==> src/rtl/router_reg_param.sv <==
// Packet register between the router input port and the FIFO bank: latches the header,
// forwards bytes, parks one byte across a FIFO-full stall and checks the packet trailer.
module router_reg_param #(
    parameter int unsigned DATA_W    = 8,
    parameter int unsigned ADDR_W    = 2,
    parameter int unsigned NUM_CH    = 3,
    parameter int unsigned CHK_MODE  = 0,
    parameter bit          LEN_CHECK = 1'b1
) (
    input  logic              clk,
    input  logic              reset,
    input  logic              packet_valid,
    input  logic [DATA_W-1:0] datain,
    input  logic              fifo_full,
    input  logic              detect_add,
    input  logic              lfd_state,
    input  logic              ld_state,
    input  logic              laf_state,
    input  logic              full_state,
    input  logic              rst_int_reg,
    output logic [DATA_W-1:0] dout,
    output logic              parity_done,
    output logic              low_packet_valid,
    output logic              err,
    output logic              len_err
);

    localparam int unsigned LEN_W = DATA_W - ADDR_W;

    logic [DATA_W-1:0] dout_q, dout_d;
    logic [DATA_W-1:0] hold_q, hold_d;
    logic [DATA_W-1:0] header_q, header_d;
    logic [DATA_W-1:0] calc_q, calc_d;
    logic [DATA_W-1:0] pkt_chk_q, pkt_chk_d;
    logic [LEN_W-1:0]  byte_cnt_q, byte_cnt_d;
    logic              parity_done_q, parity_done_d;
    logic              low_pv_q, low_pv_d;
    logic              err_q, err_d;
    logic              len_err_q, len_err_d;
    logic              evaluated_q, evaluated_d;

    logic addr_ok;
    logic payload_upd;

    function automatic logic [DATA_W-1:0] chk_op(input logic [DATA_W-1:0] a,
                                                  input logic [DATA_W-1:0] b);
        if (CHK_MODE == 1) begin
            return a + b;
        end
        return a ^ b;
    endfunction

    assign addr_ok     = 32'(datain[ADDR_W-1:0]) < NUM_CH;
    assign payload_upd = ld_state && packet_valid && !full_state;

    always_comb begin
        header_d      = header_q;
        dout_d        = dout_q;
        hold_d        = hold_q;
        calc_d        = calc_q;
        byte_cnt_d    = byte_cnt_q;
        pkt_chk_d     = pkt_chk_q;
        parity_done_d = parity_done_q;
        low_pv_d      = low_pv_q;
        err_d         = err_q;
        len_err_d     = len_err_q;
        evaluated_d   = evaluated_q;

        if (detect_add && packet_valid && addr_ok) begin
            header_d = datain;
        end

        // The check byte is forwarded too; a byte arriving while full is parked in hold.
        if (lfd_state) begin
            dout_d = header_q;
        end else if (ld_state && !fifo_full) begin
            dout_d = datain;
        end else if (ld_state && fifo_full) begin
            hold_d = datain;
        end else if (laf_state) begin
            dout_d = hold_q;
        end

        if (detect_add) begin
            calc_d     = '0;
            byte_cnt_d = '0;
        end else if (lfd_state) begin
            calc_d = chk_op(calc_q, header_q);
        end else if (payload_upd) begin
            calc_d = chk_op(calc_q, datain);
            if (byte_cnt_q != '1) begin
                byte_cnt_d = byte_cnt_q + LEN_W'(1);
            end
        end

        if (detect_add) begin
            parity_done_d = 1'b0;
        end else if (ld_state && !packet_valid && !fifo_full) begin
            pkt_chk_d     = datain;
            parity_done_d = 1'b1;
        end else if (laf_state && low_pv_q && !parity_done_q) begin
            pkt_chk_d     = hold_q;
            parity_done_d = 1'b1;
        end

        if (rst_int_reg) begin
            low_pv_d = 1'b0;
        end else if (ld_state && !packet_valid) begin
            low_pv_d = 1'b1;
        end

        // Evaluate once, the cycle after the check byte is captured.
        if (detect_add) begin
            err_d       = 1'b0;
            len_err_d   = 1'b0;
            evaluated_d = 1'b0;
        end else if (parity_done_q && !evaluated_q) begin
            err_d       = calc_q != pkt_chk_q;
            len_err_d   = LEN_CHECK && (byte_cnt_q != header_q[DATA_W-1:ADDR_W]);
            evaluated_d = 1'b1;
        end
    end

    always_ff @(posedge clk) begin
        if (reset) begin
            dout_q        <= '0;
            hold_q        <= '0;
            header_q      <= '0;
            calc_q        <= '0;
            pkt_chk_q     <= '0;
            byte_cnt_q    <= '0;
            parity_done_q <= 1'b0;
            low_pv_q      <= 1'b0;
            err_q         <= 1'b0;
            len_err_q     <= 1'b0;
            evaluated_q   <= 1'b0;
        end else begin
            dout_q        <= dout_d;
            hold_q        <= hold_d;
            header_q      <= header_d;
            calc_q        <= calc_d;
            pkt_chk_q     <= pkt_chk_d;
            byte_cnt_q    <= byte_cnt_d;
            parity_done_q <= parity_done_d;
            low_pv_q      <= low_pv_d;
            err_q         <= err_d;
            len_err_q     <= len_err_d;
            evaluated_q   <= evaluated_d;
        end
    end

    assign dout             = dout_q;
    assign parity_done      = parity_done_q;
    assign low_packet_valid = low_pv_q;
    assign err              = err_q;
    assign len_err          = len_err_q;

endmodule

==> config.mk <==
export PLATFORM = sky130hd
export DESIGN_NAME = router_reg_param
export DESIGN_NICKNAME = d
export VERILOG_FILES = /design/src/rtl/router_reg_param.sv
export SDC_FILE = /design/constraint.sdc
export NUM_CORES = 1
export LEC_CHECK = 0
export ABC_AREA = 1
export BUFFER_PORTS_ARGS = -buffer_cell sky130_fd_sc_hd__buf_4
export CORE_UTILIZATION = 50
export CTS_BUF_LIST = sky130_fd_sc_hd__clkbuf_8
export DETAILED_ROUTE_END_ITERATION = 10
export PLACE_DENSITY = 0.7
export SYNTH_ARGS = -nofsm -noshare
export SYNTH_HDL_FRONTEND = slang
export SYNTH_SLANG_ARGS = --single-unit
==> constraint.sdc <==
create_clock -name clk -period 1.7 [get_ports clk]
set_input_delay 0.17 -clock clk [delete_from_list [all_inputs] [get_ports clk]]
set_output_delay 0.17 -clock clk [all_outputs]
set_load 0.05 [all_outputs]
==> results.yml <==
run_status:
  status: "complete, no violations"
timing:
  rsz0062_at_grt: "false"
  slew_headroom: 0.702
  whs_ns: 0.0214
  setup_viol: 0
  fin_tns_setup_ns: 0
  fin_crit_sh: 0.827
  period_needed_ns: 1.41
  finClkSkew_ns: 0.00425
  max_clock_freq_ghz: 0.711
  worst_pin_slew_ns: 0.446
  report.final.hold_viol_count: 0
  setup_slack_ns: 0.293
  drv_slew: 0
layout:
  fill_cells: 478
  post-route-util: 0.610
  drive_gt1_frac: 0.124
  multi_input_area_um2: 1260
  regArea_um2: 1020
  n_antenna_cell: 0
  syn_to_final_growth_pct: 16.1
  fin_cells: 488
  nNetsFinal: 439
job:
  drv_cap: 0
clock_network:
  cts_root_buf: "clkbuf_8"
  clock_latency_ns: 0.30
  cts_tree: "yes"
  cts_max_level: 2
  postCtsSetupRepairBufs: 0
  numCtsBuffers: 5
  numClockSinks: 51
  cts_resized: 0
  hold_buffers: 0
  clock_path_buffers: 2
  clkTransAtPathRegs_ns: 0.09
global_routing:
  antenna_found_initial: 0
  overflow: 0
  grt_pass1_wl_mm: 10.6
  track_usage: 0.262
  grt_pass1_vias: 2168
  grt_start_max_net_pins: 33
logic_synthesis:
  syn-instance-count: 390
  ys_warn_count: 0
  syn_area_um2: 2520
  synth.distinct_cells: 22
  synth-seq-area-share: 0.406
  ys_seq_elements: 51
  synth_area_per_cell_um2: 6.45
  syn-num-nets: 409
hold_path:
  whs_endpoint: "low_packet_valid"
  hold_path_startpoint: "rst_int_reg"
  hold_class: "input pin to flop"
  whs_path_depth: 2
pwr:
  p_leak_uw: 0.00141
  pwr_density_cell_nw_per_um2: 882
  intPower_uw: 1870
  combPwrFrac: 0.159
  power.switching_uw: 710
  ir_drop_mv: 0.592
  p_sw_frac: 0.276
  pwr-share-seq: 0.497
  p_clk_frac: 0.344
drt:
  drt_iter0_markers: 170
  viasPerCell: 4.96
  vias: 2419
  post-route-drc-count: 0
  ant_nets: 0
  finalWirelength_mm: 6.16
  drt_pass1_iterations: 4
  wl_per_cell_um: 12.6
floorplanning:
  start_util: 0.526
  die_height_um: 73.0
  die_x_um: 73.0
  io_pins: 30
  die-area_um2: 5320
  rows: 25
  core_area_um2: 4790
placement:
  post-place-ws_ns: 0.192
  hpwl_mm: 4.50
  dp_cells: 480
  io_buffers: 29
  gp_congestion: 0.848
critical_path:
  reg2reg_to: "byte_cnt_q[3]"
  arrival_ns: 1.60
  endpoint_kind: "flop"
  worstPathRequired_ns: 1.89
  critPathKind: "flop to flop"
  r2r_slack_ns: 0.29
  r2r_start: "byte_cnt_q[0]"
  cp_max_fo: 5
  reg2reg_depth: 8
  cp-start-kind: "flop"
final cells by class:
| type | instances | share of cell area |
|---|---|---|
| multi-input cells | 280 | 0.431 |
| clock buffers | 6 | 0.0283 |
| repair buffers | 35 | 0.0899 |
| flip-flops and latches | 51 | 0.349 |
| inverters | 47 | 0.0604 |
| clock inverters | 2 | 0.0120 |
| well taps | 67 | 0.0287 |
worst max-delay path by stage:
| stage | depth (start not counted) | from | endpoint |
|---|---|---|---|
| 4_1_cts | 8 | byte_cnt_q[0] | byte_cnt_q[3] |
| 3_3_place_gp | 8 | ld_state | pkt_chk_q[1] |
| 6_report | 8 | byte_cnt_q[0] | byte_cnt_q[3] |
| 2_1_floorplan | 8 | parity_done | pkt_chk_q[4] |
| 3_5_place_dp | 7 | fifo_full | pkt_chk_q[0] |
| 5_1_grt | 9 | byte_cnt_q[0] | byte_cnt_q[0] |
sequential cells by signal, summed over array words and instances (netlist names):
| name | count |
|---|---|
| len_err | 1 |
| dout | 8 |
| pkt_chk_q | 8 |
| err | 1 |
| header_q | 8 |
| parity_done | 1 |
| low_packet_valid | 1 |
| hold_q | 8 |
| byte_cnt_q | 6 |
| calc_q | 8 |
| evaluated_q | 1 |
power groups by stage:
stage | Clock, µW | Combinational, µW | Sequential, µW
finish | 886 | 409 | 1280
global route | 961 | 460 | 1290
CTS | 906 | 408 | 1280
detailed placement | 0 | 406 | 1310
global placement | 0 | 403 | 1310
floorplan | 0 | 212 | 1370
cell usage in the layout (no fill, tap or decap):
| cell type | n |
|---|---|
| inv_2 | 4 |
| nor3_1 | 1 |
| nand2_1 | 107 |
| a21oi_1 | 29 |
| a31oi_1 | 1 |
| ha_1 | 1 |
| nand3_2 | 1 |
| o21ai_0 | 28 |
| xor2_1 | 5 |
| nor2_4 | 1 |
| nand3_1 | 26 |
| clkbuf_8 | 6 |
| nand4_1 | 1 |
| buf_4 | 35 |
| bufinv_16 | 1 |
| nand2_2 | 3 |
| xnor2_1 | 7 |
| nor2_1 | 62 |
| dfxtp_1 | 51 |
| clkinv_2 | 1 |
| o21ai_1 | 7 |
| inv_1 | 43 |
Yosys cell counts (all sizes together):
cell    number  area (µm²)
nand2      110         420
nor2        63         244
dfxtp       51        1020
inv         47         176
o21ai       35         175
a21oi       29         145
nand3       27         140
clkbuf       7        26.3
xnor2        7        61.3
buf          5        33.8
xor2         5        43.8
a31oi        1        6.26
ha           1        12.5
nand4        1        6.26
nor3         1        5.00
per-layer routing:
layer,GRT usage,vias up,share of wire
met4,0.0828,0,0.015
li1,-,1279,-
met1,0.376,1072,0.50
met5,0,-,0
met2,0.398,61,0.43
met3,0.0456,7,0.046
critical path, cell delays in order, from the launching register on:
cell	delay [ns]
dfxtp_1	0.44
ha_1	0.23
inv_1	0.05
nor2_1	0.10
nand2_1	0.11
nand2_1	0.16
inv_2	0.08
nand2_1	0.08
a21oi_1	0.06
logic make-up (layout without fill, tap and decap cells):
logic type,count (synthesis),after routing,share of synthesized area
AO/OA/AOI/OAI,65,65,0.130
AND/OR/NAND/NOR,202,202,0.324
adder cells (fa/ha/maj),1,1,0.00497
XOR/XNOR,12,12,0.0417
buffers and inverters,59,90,0.0939
flip-flops,51,51,0.406
metrics by stage:
step,instance area [µm²],total power [µW]
6_report,2920,2580
5_1_grt,2920,2710
4_1_cts,2920,2600
3_5_place_dp,2800,1720
3_3_place_gp,2800,1710
2_1_floorplan,2520,1580
No activity file was read; power rests on OpenSTA's default activity.
